[src/rtl/range_mapper.sv]
`default_nettype none
// ============================================================================
//  Module   : range_mapper
//  Purpose  : Maps a raw WIDTH-bit value (typically an LFSR sample) into the
//             inclusive range [min,max], either by modulo or by proportional
//             scaling. Iterative shift-subtract / shift-add datapath: one bit
//             per cycle, no divider and no multiplier. Valid/ready on both
//             sides, one request in flight at a time.
//  Revision : 1.0  initial release
// ----------------------------------------------------------------------------
//  Ports
//    clk        in   1      rising-edge clock
//    resetn     in   1      synchronous, active-low reset
//    in_valid   in   1      request present on num/min/max/mode
//    in_ready   out  1      block can accept a request (IDLE only)
//    num        in   WIDTH  raw value to map
//    min        in   WIDTH  inclusive lower bound
//    max        in   WIDTH  inclusive upper bound
//    mode       in   1      0 = modulo, 1 = scale
//    out_valid  out  1      result/err valid, held until out_ready
//    out_ready  in   1      consumer accepts result
//    result     out  WIDTH  mapped value (= min on err)
//    err        out  1      request had max < min
// ============================================================================
module range_mapper #(
  parameter int WIDTH = 16
) (
  input  logic             clk,
  input  logic             resetn,
  input  logic             in_valid,
  output logic             in_ready,
  input  logic [WIDTH-1:0] num,
  input  logic [WIDTH-1:0] min,
  input  logic [WIDTH-1:0] max,
  input  logic             mode,
  output logic             out_valid,
  input  logic             out_ready,
  output logic [WIDTH-1:0] result,
  output logic             err
);

  localparam int CW = $clog2(WIDTH + 1);

  typedef enum logic [1:0] {
    S_IDLE = 2'd0,
    S_CALC = 2'd1,
    S_DONE = 2'd2
  } state_t;

  state_t r_state;
  state_t w_next;

  logic             w_accept;
  logic             w_last;

  logic [CW-1:0]        r_cnt;
  logic [WIDTH-1:0]     r_num;   // shift register feeding one bit per cycle
  logic [WIDTH-1:0]     r_min;
  logic [WIDTH:0]       r_span;
  logic                 r_mode;
  logic                 r_bad;
  logic [WIDTH-1:0]     r_rem;   // partial remainder, always < span
  logic [2*WIDTH:0]     r_acc;   // shift-add accumulator

  logic [WIDTH:0]       w_span;
  logic [WIDTH:0]       w_shift;
  logic                 w_ge;
  logic [WIDTH-1:0]     w_rem_next;
  logic [2*WIDTH:0]     w_addend;
  logic [2*WIDTH:0]     w_acc_next;
  logic [WIDTH-1:0]     w_q;

  // span is one bit wider than the operands so the full range 2^WIDTH fits.
  assign w_span = {1'b0, max} - {1'b0, min} + (WIDTH + 1)'(1);

  assign w_last = (r_cnt == CW'(WIDTH));

  // Modulo: restoring division, quotient bits discarded, MSB of num first.
  // 2*rem+bit < 2*span <= 2^(WIDTH+1), so WIDTH+1 bits hold the trial value.
  assign w_shift    = {r_rem, r_num[WIDTH-1]};
  assign w_ge       = (w_shift >= r_span);
  assign w_rem_next = WIDTH'(w_ge ? (w_shift - r_span) : w_shift);

  // Scale: LSB of num first, add span aligned to the top half and halve.
  // After WIDTH steps the accumulator holds num*span exactly; the sum before
  // halving stays below 2*span*2^WIDTH, which fits 2*WIDTH+1 bits.
  assign w_addend   = r_num[0] ? {r_span, {WIDTH{1'b0}}} : '0;
  assign w_acc_next = (r_acc + w_addend) >> 1;

  // Both candidates are strictly below span, so min + w_q never exceeds max.
  assign w_q = r_mode ? r_acc[2*WIDTH-1:WIDTH] : r_rem;

  // --------------------------------------------------------------------------
  // State register
  // --------------------------------------------------------------------------
  always_ff @(posedge clk) begin
    if (!resetn) begin
      r_state <= S_IDLE;
    end else begin
      r_state <= w_next;
    end
  end

  // --------------------------------------------------------------------------
  // Next state and handshake outputs
  // --------------------------------------------------------------------------
  always_comb begin
    w_next    = r_state;
    in_ready  = 1'b0;
    out_valid = 1'b0;
    w_accept  = 1'b0;
    case (r_state)
      S_IDLE: begin
        in_ready = 1'b1;
        if (in_valid) begin
          w_accept = 1'b1;
          w_next   = S_CALC;
        end
      end
      S_CALC: begin
        if (w_last) begin
          w_next = S_DONE;
        end
      end
      S_DONE: begin
        out_valid = 1'b1;
        if (out_ready) begin
          w_next = S_IDLE;
        end
      end
      default: begin
        w_next = S_IDLE;
      end
    endcase
  end

  // --------------------------------------------------------------------------
  // Datapath
  // --------------------------------------------------------------------------
  always_ff @(posedge clk) begin
    if (!resetn) begin
      r_cnt  <= '0;
      r_num  <= '0;
      r_min  <= '0;
      r_span <= '0;
      r_mode <= 1'b0;
      r_bad  <= 1'b0;
      r_rem  <= '0;
      r_acc  <= '0;
      result <= '0;
      err    <= 1'b0;
    end else begin
      if (w_accept) begin
        r_cnt  <= '0;
        r_num  <= num;
        r_min  <= min;
        r_span <= w_span;
        r_mode <= mode;
        r_bad  <= (max < min);
        r_rem  <= '0;
        r_acc  <= '0;
      end else if (r_state == S_CALC) begin
        if (w_last) begin
          // An invalid range still runs the full iteration count so the
          // latency seen by the consumer never depends on the operands.
          result <= r_bad ? r_min : (r_min + w_q);
          err    <= r_bad;
        end else begin
          r_cnt <= r_cnt + CW'(1);
          if (r_mode) begin
            r_acc <= w_acc_next;
            r_num <= r_num >> 1;
          end else begin
            r_rem <= w_rem_next;
            r_num <= r_num << 1;
          end
        end
      end
    end
  end

endmodule
`default_nettype wire

[config.mk]
export PLATFORM = sky130hd
export DESIGN_NAME = range_mapper
export DESIGN_NICKNAME = d
export VERILOG_FILES = /design/src/rtl/range_mapper.sv
export SDC_FILE = /design/constraint.sdc
export NUM_CORES = 1
export LEC_CHECK = 0
export BUFFER_PORTS_ARGS = -buffer_cell sky130_fd_sc_hd__buf_2
export CAP_MARGIN = 20
export CORE_MARGIN = 2
export CORE_UTILIZATION = 40
export CTS_CLUSTER_SIZE = 28
export DETAILED_ROUTE_END_ITERATION = 10
export SETUP_SLACK_MARGIN = 0.02
export SLEW_MARGIN = 10
export SYNTH_ARGS = -nofsm -noshare
export SYNTH_HDL_FRONTEND = slang
export SYNTH_SLANG_ARGS = --single-unit
[constraint.sdc]
create_clock -name clk -period 3 [get_ports clk]
set_input_delay 0.6 -clock clk [delete_from_list [all_inputs] [get_ports clk]]
set_output_delay 0.6 -clock clk [all_outputs]
set_load 0.01 [all_outputs]
Word level (Yosys, flattened, before mapping)
Index checks and enable logic that the tools add are counted.
{"block": "classes", "addsub": 6, "mul": 0, "div": 0, "magnitude_cmp": 2, "n_eq_ne": 7, "n_shift": 0, "muxes": 16, "n_bitwise": 4, "reduce_logical": 9}
{"op": "$mux 16", "n": 7}
{"op": "$add 32x33->33", "n": 1}
{"op": "$mux 33", "n": 1}
{"op": "$add 17x1->17 const B", "n": 1}
{"op": "$ge 17x17->1", "n": 1}
{"op": "$sub 16x16->17", "n": 1}
{"op": "$add 16x16->16", "n": 1}
{"op": "$lt 16x16->1", "n": 1}
{"op": "$sub 16x16->16", "n": 1}
{"op": "$reduce_and 3->1", "n": 4}
{"op": "$ne 2x2->1 const B", "n": 4}
{"op": "$mux 2", "n": 3}
{"op": "$pmux 2 s3", "n": 1}
{"op": "$add 5x1->5 const B", "n": 1}
{"op": "$eq 5x5->1 const B", "n": 1}
{"op": "$mux 1", "n": 4}
{"op": "$not 1->1", "n": 4}
{"op": "$reduce_and 2->1", "n": 2}
{"op": "$eq 2x1->1 const B", "n": 1}
{"op": "$eq 2x2->1 const B", "n": 1}
{"op": "$logic_not 2->1", "n": 1}
{"op": "$reduce_bool 2->1", "n": 1}
{"op": "$reduce_or 2->1", "n": 1}
{"block": "totals", "reg_bits": 123, "latchBits": 0, "mem_bits_rw": 0, "rom_bits": 0, "input_bits": 53, "out_inout_bits": 19, "wordCells": 55, "n_memories": 0}

Depth between registers and ports, before layout
Gate-level depths: netlist (run 1).
{"block": "logic_depth", "word_depth": 4, "ltp_mapped": 13, "ltp_nobuf": 13}

Worst setup path before layout (run 1)
Ideal clock, no wire load.
{"block": "synth_path", "path_type": "register -> register", "start": "register r_mode", "end": "register result[15]", "setup_ns": 0.074, "arrival_time_ns": 2.979, "t_required_ns": 2.926, "path_slack_ns": -0.053, "stages_incl_launch_ff": 12, "n_path_buf": 2, "period_less_slack_ns": 3.053, "cell_sequence": "dfxtp_1 -> clkbuf_1 -> clkbuf_1 -> mux2_2 -> ha_1 -> a21o_1 -> a21o_1 -> a221o_1 -> a21oi_1 -> xnor2_1 -> or3_1 -> a31oi_1"}
{"block": "synth_between", "elab_chain_cells": 3}
{"item": "start, declared", "line_no": "60", "text": "logic r_mode;"}
{"item": "start signal, assigned", "line_no": "158", "text": "r_mode <= mode;"}
{"item": "$mux 16", "line_no": "91", "text": "assign w_q = r_mode ? r_acc[2*WIDTH-1:WIDTH] : r_rem;"}
{"item": "$add 16x16->16", "line_no": "166", "text": "result <= r_bad ? r_min : (r_min + w_q);"}
{"item": "$mux 16", "line_no": "166"}
{"item": "end signal, assigned", "line_no": "166"}
{"item": "end, declared", "line_no": "38", "text": "output logic [WIDTH-1:0] result,"}
Every way passes these cells.
A chain may end at the register's enable or synchronous reset.

Worst setup path after layout (run 1)
{"block": "layout_path", "start": "register r_num[0]", "end": "register r_acc[31]"}
{"block": "layout_between", "elab_chain_cells": 2}
{"item": "start, declared", "line_no": "57", "text": "logic [WIDTH-1:0] r_num;"}
{"item": "start signal, assigned", "line_no": "155", "text": "r_num <= num;"}
{"item": "start signal, assigned", "line_no": "172", "text": "r_num <= r_num >> 1;"}
{"item": "start signal, assigned", "line_no": "175", "text": "r_num <= r_num << 1;"}
{"item": "$mux 33", "line_no": "87", "text": "assign w_addend = r_num[0] ? {r_span, {WIDTH{1'b0}}} : '0;"}
{"item": "$add 32x33->33", "line_no": "88", "text": "assign w_acc_next = (r_acc + w_addend) >> 1;"}
{"item": "end signal, assigned", "line_no": "171", "text": "r_acc <= w_acc_next;"}
{"item": "end, declared", "line_no": "63", "text": "logic [2*WIDTH:0] r_acc;"}
Every way passes these cells.

==> reports/qor.txt, run 1 <==
Outcome = complete, no violations
Die area = 21800 um2
Residual DRC = 0
Wire per inst = 15.5 um
WHS = 473 ps
Reg2Reg Launch Point = r_num[0]$_SDFFE_PN0P_
Max_slew headroom = 0.583
Critical path origin = r_num[0]$_SDFFE_PN0P_
CTS H-Tree Depth = 3
Setup bufs post-CTS = 0
Synth warnings = 0
Non-Filler Cell Area, Final = 9340 um2
Placed Area = 9020 um2
Maxcap violations = 0
Largest net degree at the start of global routing = 69
Antenna violations before repair = 0
Hpwl dp = 16400 um
Reg clk slew, reported paths = 80 ps
Kind of critical path = flip-flop to flip-flop
Diodes inserted = 0
Via count of the first global-routing pass = 6967
Min-delay src = num[5]
Comb pwr share = 0.325
WL final = 20900 um
Worst-Margin Slew = 626 ps
Routed vias = 7212
Cells after synthesis = 1009
Tot Pwr = 0.00428 W
Fin crit period = 2780 ps
Layout cells sized above 1 = 0.139
Fin. max-slew vios = 0
DR vias/cell = 5.34
Gpl congestion = 0.893
Seq pwr share = 0.374
Final Net Count = 1222
CTS tree = yes
RSZ-0062 raised after global routing = false
Cell Area, Synth = 8270 um2
Top-count cell post-synth = nand2_1
Worst setup EP type = flip-flop
First-pass GRT wire length = 35300 um
All-Layer GR Usage = 0.198
Sequential area share after synthesis = 0.259
Syn-to-layout area delta = 12.9%
P_sw = 0.00149 W
Static Leak = 4.35 nW
CP arrival = 3040 ps
Tcrit/Tclk final = 0.926
Largest cells by area after synthesis = dfxtp_1, ha_1, nand2_1
P_int = 0.00279 W
Syn Area/Cell = 8.20 um2
Worst-Skew Late Latency = 360 ps
Total CTS buffers = 9
Post-cts resize count = 0
Clk pwr share = 0.301
Number of synthesized register bits = 107
Root Buffer = clkbuf_16
Peak supply drop = 0.000246 V
Final Core Density = 0.462
Post-synth top area cell = dfxtp_1
Core Rows = 52
Final setup fails = 0
Setup Skew = 11.0 ps
Die height = 148 um
Pwr Density = 458 nW/um2
Synth unique cells = 68
GRT overflow = 0
EDFF count, synth = 0
Hold Buf Count CTS = 0
WP data required = 3260 ps
Chip width = 148 um
Initial DRC Count = 383
Highest clock rate = 360 MHz
Top-area cell type share of the netlist area = 0.259
I/O Pins = 72
Syn_nets = 1155
FFs w/ async S/R, synth = 0
Core area = 20200 um2
Commonest register cell after synthesis = dfxtp_1
Worst Path Max Fanout = 10
Initial core utilization = 0.409
Non-filler instance count after layout = 1351
Port bufs = 71
Placed Cells = 1335
Final ANT Viol Nets = 0
Switching share of power = 0.347
Max Buffers Root-to-Sink = 2
Setup crit start kind = flip-flop
Fin. Hold Viols = 0
Hold Crit Class = primary input to flip-flop
DR pass1 iterations = 5
Synth top cells by count = nand2_1, dfxtp_1, ha_1
Clock tree sinks = 107
flip-flops by register name, indices dropped and copies added (netlist names):
signal / count
r_span: 17
r_acc: 16
r_min: 16
r_num: 16
r_rem: 16
result: 16
r_cnt: 5
r_state: 2
err: 1
r_bad: 1
r_mode: 1
routing by layer:
layer	GRT usage	part of all wire	up-vias
met4	0.0424	0.0097	0
met1	0.281	0.52	3375
met3	0.0256	0.031	14
met5	0	0	-
li1	-	-	3729
met2	0.324	0.44	94
final cells by class:
cell class	count	area [um2]
Clock buffer	9	225
Clock inverter	7	90.1
Fill cell	2014	10900
Inverter	69	259
Multi-Input combinational cell	788	5690
Sequential cell	107	2140
Tap cell	270	338
Timing Repair Buffer	101	593
metrics by stage:
stage	setup TNS [ps]	setup WS [ps]
2_1_floorplan	0	63.1
3_3_place_gp	0	30.6
3_5_place_dp	-1.69	-1.69
4_1_cts	0	218
5_1_grt	0	70.5
6_report	0	223
power groups by stage:
stage | Clock, W | Sequential [W] | Combinational [W]
5_1_grt | 0.00137 | 0.00161 | 0.00155
3_3_place_gp | 0 | 0.00163 | 0.00138
6_report | 0.00129 | 0.00160 | 0.00139
3_5_place_dp | 0 | 0.00163 | 0.00139
2_1_floorplan | 0 | 0.00158 | 0.00109
4_1_cts | 0.00132 | 0.00160 | 0.00140
critical path: stages, from the launching register on:
cell and delay, ps:
dfxtp_1 440, and2_1 260, fa_1 440, a21o_1 200, a21o_1 200, a21oi_1 230, o31ai_1 110, buf_4 150
a221oi_1 340, xor2_1 110, a22o_1 210
placed cells by master, fill, tap and decap left out, drive strengths merged, types with 5 or more instances in the layout:
cell / Yosys / layout
nor3: 8 / 8
xnor2: 28 / 28
fa: 11 / 11
buf: 9 / 101
xor2: 22 / 22
a22o: 7 / 7
a21oi: 61 / 61
a21boi: 37 / 37
inv: 69 / 73
nand4: 9 / 9
a211oi: 19 / 19
clkbuf: 36 / 9
a41oi: 5 / 5
o211a: 13 / 13
o21ai: 53 / 53
nand3: 19 / 19
ha: 82 / 82
a21o: 21 / 21
o21a: 9 / 9
and2: 20 / 20
nor2: 51 / 51
and3: 10 / 10
mux2i: 35 / 35
nand2b: 13 / 13
nor2b: 16 / 16
nand2: 137 / 137
o21bai: 6 / 6
o211ai: 24 / 24
a31oi: 11 / 11
dfxtp: 107 / 107
or3: 5 / 5
mux2: 14 / 14
logic make-up after synthesis:
| logic type | count (synthesis) | share of synthesized area |
|---|---|---|
| AND/OR/NAND/NOR | 300 | 0.170 |
| AO/OA/AOI/OAI | 296 | 0.252 |
| buffers and inverters | 114 | 0.0538 |
| flip-flops | 107 | 0.259 |
| adder cells (fa/ha/maj) | 93 | 0.151 |
| XOR/XNOR | 50 | 0.0529 |
| multiplexers | 49 | 0.0614 |
path summary, 6_finish.rpt:
| kind | slack (ps) | end | depth (start not counted) |
|---|---|---|---|
| max | 220 | r_acc[31]$_SDFFE_PP0P_ | 10 |
| min | 470 | r_num[5]$_SDFFE_PN0P_ | 3 |
| max reg2reg | 220 | r_acc[31]$_SDFFE_PP0P_ | 10 |
| min reg2reg | 480 | r_acc[23]$_SDFFE_PP0P_ | 2 |
(Power assumes the default switching activity.)
==> run 2: changes to the inputs <==
--- a/config.mk
+++ b/config.mk
@@ -14,3 +14,3 @@
 export SETUP_SLACK_MARGIN = 0.02
-export SLEW_MARGIN = 10
+export SLEW_MARGIN = 30
 export SYNTH_ARGS = -nofsm -noshare
==> constraint.sdc (replaced) <==
create_clock -name clk -period 3 [get_ports clk]
set_input_delay 0.15 -clock clk [delete_from_list [all_inputs] [get_ports clk]]
set_output_delay 0.15 -clock clk [all_outputs]
set_load 0.01 [all_outputs]
==> run 2 against run 1 <==
Net effect:
- register-to-register slack lost 20 ps
- die area is the same
- critical path depth is the same
- fmax shrank 0.74%
- critical path type unchanged
- combinational power is essentially flat
- total power shrank 2.3%
- setup slack lost 21 ps
- clock skew is essentially flat
- first-iteration DRC count shrank 0.78%
- final cell count shrank 0.74%
- final area shrank 1.0%
- via count is essentially flat
==> reports/qor.txt, run 2 (synthesized netlist as in run 1, its figures left out) <==
Antenna violations before repair = 0 (unchanged)
Tcrit/Tclk final = 0.933 (was 0.926)
Switching share of power = 0.356 (was 0.347)
Non-filler instance count after layout = 1341 (was 1351)
Placed Cells = 1325 (was 1335)
Reg clk slew, reported paths = 90 ps (was 80 ps)
CP top delay family = compound AO/OA/AOI/OAI gates (unchanged)
Post-cts resize count = 0 (unchanged)
Clock tree sinks = 107 (unchanged)
Max reg flops = 17 (unchanged)
Max_slew headroom = 0.452 (was 0.583)
RSZ-0062 raised after global routing = false (unchanged)
Port bufs = 71 (unchanged)
Most frequent cells in the layout = nand2_1, dfxtp_1, ha_1 (unchanged)
Final setup fails = 0 (unchanged)
Highest-delay cell along the critical path = dfxtp_2 (was dfxtp_1)
I/O Pins = 72 (unchanged)
Fin. max-slew vios = 0 (unchanged)
Initial core utilization = 0.409 (unchanged)
Min-delay src = num[4] (was num[5])
Routed vias = 7206 (was 7212)
Initial DRC Count = 380 (was 383)
Comb pwr share = 0.326 (was 0.325)
WL final = 21300 um (was 20900 um)
Crit-path cells = buf_12 -> mux2_2 -> ha_1 -> a21o_1 -> o21bai_1 -> a221o_1 -> a21oi_1 -> xnor2_1 -> or3_1 -> a31oi_1 (was and2_1 -> fa_1 -> a21o_1 -> a21o_1 -> a21oi_1 -> o31ai_1 -> buf_4 -> a221oi_1 -> xor2_1 -> a22o_1)
Clk pwr share = 0.290 (was 0.301)
Hold Crit Class = primary input to flip-flop (unchanged)
Core Rows = 52 (unchanged)
DR vias/cell = 5.37 (was 5.34)
Max Buffers Root-to-Sink = 2 (unchanged)
P_int = 0.00269 W (was 0.00279 W)
Root Buffer = clkbuf_16 (unchanged)
Hold Buf Count CTS = 0 (unchanged)
Layout cells sized above 1 = 0.131 (was 0.139)
Reg2Reg Launch Point = r_mode$_SDFFE_PN0P_ (was r_num[0]$_SDFFE_PN0P_)
Fin. Hold Viols = 0 (unchanged)
CTS tree = yes (unchanged)
Outcome = complete, no violations (unchanged)
P_sw = 0.00149 W (about the same)
Highest clock rate = 357 MHz (was 360 MHz)
Wire per inst = 15.9 um (was 15.5 um)
Largest net degree at the start of global routing = 66 (was 69)
Peak supply drop = 0.000266 V (was 0.000246 V)
Die area = 21800 um2 (unchanged)
Pwr Density = 452 nW/um2 (was 458 nW/um2)
Core area = 20200 um2 (unchanged)
Worst setup EP type = flip-flop (unchanged)
CTS H-Tree Depth = 3 (unchanged)
Final Net Count = 1212 (was 1222)
GRT overflow = 0 (unchanged)
Worst-Skew Late Latency = 360 ps (about the same)
First-pass GRT wire length = 35300 um (about the same)
Setup bufs post-CTS = 0 (unchanged)
Fin crit period = 2800 ps (was 2780 ps)
Static Leak = 4.29 nW (was 4.35 nW)
Residual DRC = 0 (unchanged)
Syn-to-layout area delta = 11.8% (was 12.9%)
CP arrival = 3080 ps (was 3040 ps)
All-Layer GR Usage = 0.199 (was 0.198)
WP data required = 3280 ps (was 3260 ps)
Die height = 148 um (unchanged)
DR pass1 iterations = 5 (unchanged)
Reg2reg end = result[15]$_SDFFE_PN0P_ (was r_acc[31]$_SDFFE_PP0P_)
Kind of critical path = flip-flop to flip-flop (unchanged)
Biggest register = r_span (unchanged)
FF-to-FF setup slack = 200 ps (was 220 ps)
Most common cell after layout, fill and taps aside = nand2_1 (unchanged)
Crit-path max cell delay = 390 ps (was 440 ps)
Via count of the first global-routing pass = 7028 (was 6967)
Worst reg2reg path depth = 10 (unchanged)
Chip width = 148 um (unchanged)
Final ANT Viol Nets = 0 (unchanged)
Gpl congestion = 0.910 (was 0.893)
Seq pwr share = 0.385 (was 0.374)
Worst Path Max Fanout = 14 (was 10)
Setup crit start kind = flip-flop (unchanged)
Hold EP = r_num[4]$_SDFFE_PN0P_ (was r_num[5]$_SDFFE_PN0P_)
Fill cells = 2063 (was 2014)
Total CTS buffers = 9 (unchanged)
Setup Skew = 11.4 ps (was 11.0 ps)
Diodes inserted = 0 (unchanged)
Hold Crit Depth = 3 (unchanged)
Hpwl dp = 16600 um (was 16400 um)
Crit path buf inv count = 1 (unchanged)
Maxcap violations = 0 (unchanged)
Fin Setup TNS = 0 ps (unchanged)
Worst-Margin Slew = 821 ps (was 626 ps)
==> run 2: layout make-up <==
type / count / area (um2) / area share
clock buffer: 9 / 225 / 0.0244
clock inverter: 7 / 70.1 / 0.00758
inverter: 69 / 259 / 0.0280
multi-input combinational: 788 / 5690 / 0.616
sequential: 107 / 2140 / 0.232
tap: 270 / 338 / 0.0365
timing repair buffer: 91 / 518 / 0.0560
==> run 2: worst max path at each step <==
stage	startpoint	endpoint	slack, ps	cells past startpoint
finish	r_mode$_SDFFE_PN0P_	result[15]$_SDFFE_PN0P_	200	10
global route	r_mode$_SDFFE_PN0P_	result[15]$_SDFFE_PN0P_	50	10
CTS	r_mode$_SDFFE_PN0P_	result[15]$_SDFFE_PN0P_	220	10
detailed placement	r_mode$_SDFFE_PN0P_	result[15]$_SDFFE_PN0P_	250	10
global placement	r_rem[0]$_SDFFE_PP0P_	result[14]$_SDFFE_PN0P_	340	11
floorplan	r_mode$_SDFFE_PN0P_	result[15]$_SDFFE_PN0P_	60	11
==> run 2: tightest hold or removal path: stages <==
cell      delay (ps)
buf_2             90
nand2_1           40
a21boi_0          60
==> run 2: layer usage <==
| layer | GRT usage | share of wire |
|---|---|---|
| met2 | 0.319 | 0.44 |
| met5 | 0 | 0 |
| met3 | 0.0275 | 0.032 |
| met4 | 0.0538 | 0.016 |
| met1 | 0.282 | 0.51 |
==> run 2: power by group through the flow <==
stage	logic (W)	clock network, W	registers, W
floorplan	0.00109	0	0.00158
global placement	0.00135	0	0.00163
detailed placement	0.00136	0	0.00164
CTS	0.00137	0.00124	0.00160
global route	0.00153	0.00130	0.00162
finish	0.00136	0.00121	0.00161
==> run 2: stage by stage <==
stage / hold WS [ps] / total power (W) / instance area, um2 / setup slack [ps] / utilization
floorplan: 295 / 0.00267 / 8270 / 63.1 / -
global placement: 408 / 0.00299 / 8950 / 343 / 0.442
detailed placement: 412 / 0.00300 / 8950 / 251 / 0.442
CTS: 21.6 / 0.00421 / 9250 / 215 / 0.457
global route: 31.2 / 0.00445 / 9250 / 52.8 / 0.457
finish: 27.7 / 0.00418 / 9250 / 202 / 0.457
==> run 3: changes to the inputs <==
- CORE_ASPECT_RATIO: unset -> 0.5
- TNS_END_PERCENT: unset -> 20
==> run 3 against run 2 <==
Net effect:
- sequential share of layout area fell by 0.27 points
- fmax rose by 0.34%
- core utilization up 0.13 points
- register-to-register slack about the same
- clock power is 7% higher
- total power rose by 4.3%
==> reports/qor.txt, run 3 (synthesized netlist as in run 1, its figures left out) <==
Total CTS buffers = 9 (unchanged)
Hold Crit Depth = 3 (unchanged)
Non-Filler Cell Area, Final = 9350 um2 (was 9250 um2)
Clock tree sinks = 107 (unchanged)
Hold Crit Class = primary input to flip-flop (unchanged)
Die height = 106 um (was 148 um)
DR pass1 iterations = 5 (unchanged)
Setup ws final = 211 ps (was 202 ps)
Final setup fails = 0 (unchanged)
Port bufs = 71 (unchanged)
Via count of the first global-routing pass = 7000 (was 7028)
Setup crit start kind = flip-flop (unchanged)
Setup Skew = 9.38 ps (was 11.4 ps)
Residual DRC = 0 (unchanged)
Hpwl dp = 18700 um (was 16600 um)
Reg2reg end = result[15]$_SDFFE_PN0P_ (unchanged)
CTS H-Tree Depth = 3 (unchanged)
Highest-delay cell along the critical path = dfxtp_1 (was dfxtp_2)
Crit path buf inv count = 1 (unchanged)
WL final = 23900 um (was 21300 um)
Core area = 20400 um2 (was 20200 um2)
Worst Path Max Fanout = 21 (was 14)
Kind of critical path = flip-flop to flip-flop (unchanged)
CP arrival = 3090 ps (was 3080 ps)
Chip width = 207 um (was 148 um)
DR vias/cell = 5.47 (was 5.37)
Tcrit/Tclk final = 0.930 (was 0.933)
Worst-Skew Late Latency = 370 ps (was 360 ps)
Fin. max-slew vios = 0 (unchanged)
Final ANT Viol Nets = 0 (unchanged)
Worst setup EP type = flip-flop (unchanged)
First-pass GRT wire length = 37800 um (was 35300 um)
Final Net Count = 1224 (was 1212)
Layout cells sized above 1 = 0.140 (was 0.131)
Antenna violations before repair = 0 (unchanged)
GRT overflow = 0 (unchanged)
Max reg flops = 17 (unchanged)
Highest clock rate = 359 MHz (was 357 MHz)
Max Buffers Root-to-Sink = 2 (unchanged)
Worst reg2reg path depth = 10 (unchanged)
Biggest register = r_span (unchanged)
Tot Pwr = 0.00436 W (was 0.00418 W)
CP Depth = 10 (unchanged)
Diodes inserted = 0 (unchanged)
Crit-path cells = buf_12 -> mux2_2 -> ha_1 -> a21o_1 -> a21o_1 -> a221o_1 -> a21oi_1 -> xnor2_1 -> or3_1 -> a31oi_1 (was buf_12 -> mux2_2 -> ha_1 -> a21o_1 -> o21bai_1 -> a221o_1 -> a21oi_1 -> xnor2_1 -> or3_1 -> a31oi_1)
Reg2Reg Launch Point = r_mode$_SDFFE_PN0P_ (unchanged)
Initial core utilization = 0.405 (was 0.409)
RSZ-0062 raised after global routing = true (was false)
CP top delay family = compound AO/OA/AOI/OAI gates (unchanged)
Largest net degree at the start of global routing = 54 (was 66)
Most common cell after layout, fill and taps aside = nand2_1 (unchanged)
Maxcap violations = 0 (unchanged)
Pwr Density = 466 nW/um2 (was 452 nW/um2)
Placed Area = 9040 um2 (was 8950 um2)
Fin Setup TNS = 0 ps (unchanged)
Fin. Hold Viols = 0 (unchanged)
WP data required = 3300 ps (was 3280 ps)
Min-delay src = num[8] (was num[4])
Syn-to-layout area delta = 13.1% (was 11.8%)
FF-to-FF setup slack = 210 ps (was 200 ps)
Wire per inst = 17.6 um (was 15.9 um)
Fin crit period = 2790 ps (was 2800 ps)
Fill cells = 2010 (was 2063)
Root Buffer = clkbuf_16 (unchanged)
Max_slew headroom = 0.456 (was 0.452)
Core Rows = 37 (was 52)
Pre-CTS setup slack = 219 ps (was 251 ps)
Hold EP = r_num[8]$_SDFFE_PN0P_ (was r_num[4]$_SDFFE_PN0P_)
Crit-path max cell delay = 380 ps (was 390 ps)
Peak supply drop = 0.000263 V (was 0.000266 V)
Gpl congestion = 0.918 (was 0.910)
Initial DRC Count = 471 (was 380)
WHS = 22.1 ps (was 27.7 ps)
Die area = 21900 um2 (was 21800 um2)
Routed vias = 7414 (was 7206)
Outcome = complete, no violations (unchanged)
CTS tree = yes (unchanged)
Reg clk slew, reported paths = 80 ps (was 90 ps)
All-Layer GR Usage = 0.220 (was 0.199)
Static Leak = 4.36 nW (was 4.29 nW)
Setup bufs post-CTS = 0 (unchanged)
I/O Pins = 72 (unchanged)
Most frequent cells in the layout = nand2_1, dfxtp_1, ha_1 (unchanged)
Worst-Margin Slew = 814 ps (was 821 ps)
Most used cell, CP = a21o_1
-- run 3: cell types whose count changed in the layout (fill, tap and decap cells not counted), sizes merged --
cell      before  now
buf           91  103
bufinv         0    1
clkbuf         9   10
clkinv         4    1
clkinvlp       0    1
-- run 3: per-layer routing --
layer	GRT usage	routed length [um]
met1	0.339	13000
met2	0.309	9240
met3	0.0462	1420
met4	0.0464	242
met5	0	0
-- run 3: how the worst max path moves through the flow --
stage,slack (ps),endpoint,startpoint
global placement,270,result[15]$_SDFFE_PN0P_,r_mode$_SDFFE_PN0P_
floorplan,60,result[15]$_SDFFE_PN0P_,r_mode$_SDFFE_PN0P_
global route,6,result[14]$_SDFFE_PN0P_,r_mode$_SDFFE_PN0P_
detailed placement,220,r_acc[28]$_SDFFE_PP0P_,r_num[0]$_SDFFE_PN0P_
CTS,210,r_acc[28]$_SDFFE_PP0P_,r_num[0]$_SDFFE_PN0P_
finish,210,result[15]$_SDFFE_PN0P_,r_mode$_SDFFE_PN0P_
-- run 3: what timing repair did --
action                                  4_1_cts  5_1_grt
resized for setup                             0        1
hold buffers                                  0        0
endpoints found under the setup margin        0        4
-- run 3: final cells by class --
cell class / count / area (um2) / share of cell area
clock buffer: 10 / 239 / 0.0255
clock inverter: 6 / 71.3 / 0.00762
inverter: 69 / 259 / 0.0277
multi-input combinational: 788 / 5690 / 0.608
sequential: 107 / 2140 / 0.229
tap: 273 / 342 / 0.0365
timing repair buffer: 103 / 608 / 0.0650
-- run 3: report_power, final --
| group | internal, W | switching (W) | total (W) |
|---|---|---|---|
| clock | 0.000682 | 0.000611 | 0.00129 |
| sequential | 0.00150 | 0.000100 | 0.00160 |
| combinational | 0.000634 | 0.000831 | 0.00146 |
| total | 0.00282 | 0.00154 | 0.00436 |
-- run 3: stage by stage --
stage	util	std cells
after floorplan	-	1009
after CTS	0.458	1356
after global placement	0.443	1340
after detailed placement	0.443	1340
final	0.458	1356
after global routing	0.458	1356
-- run 3: worst reg2reg max path: cells and delay by family, from the launching register on --
family                     cells  cell delay, ps
AOI/OAI and AO/OA              5            1030
adders and majority gates      1             360
buffers and inverters          1             190
and+or+nand+nor                1             300
xor gates and xnor gates       1             100
muxes                          1             370
DFF                            1             380
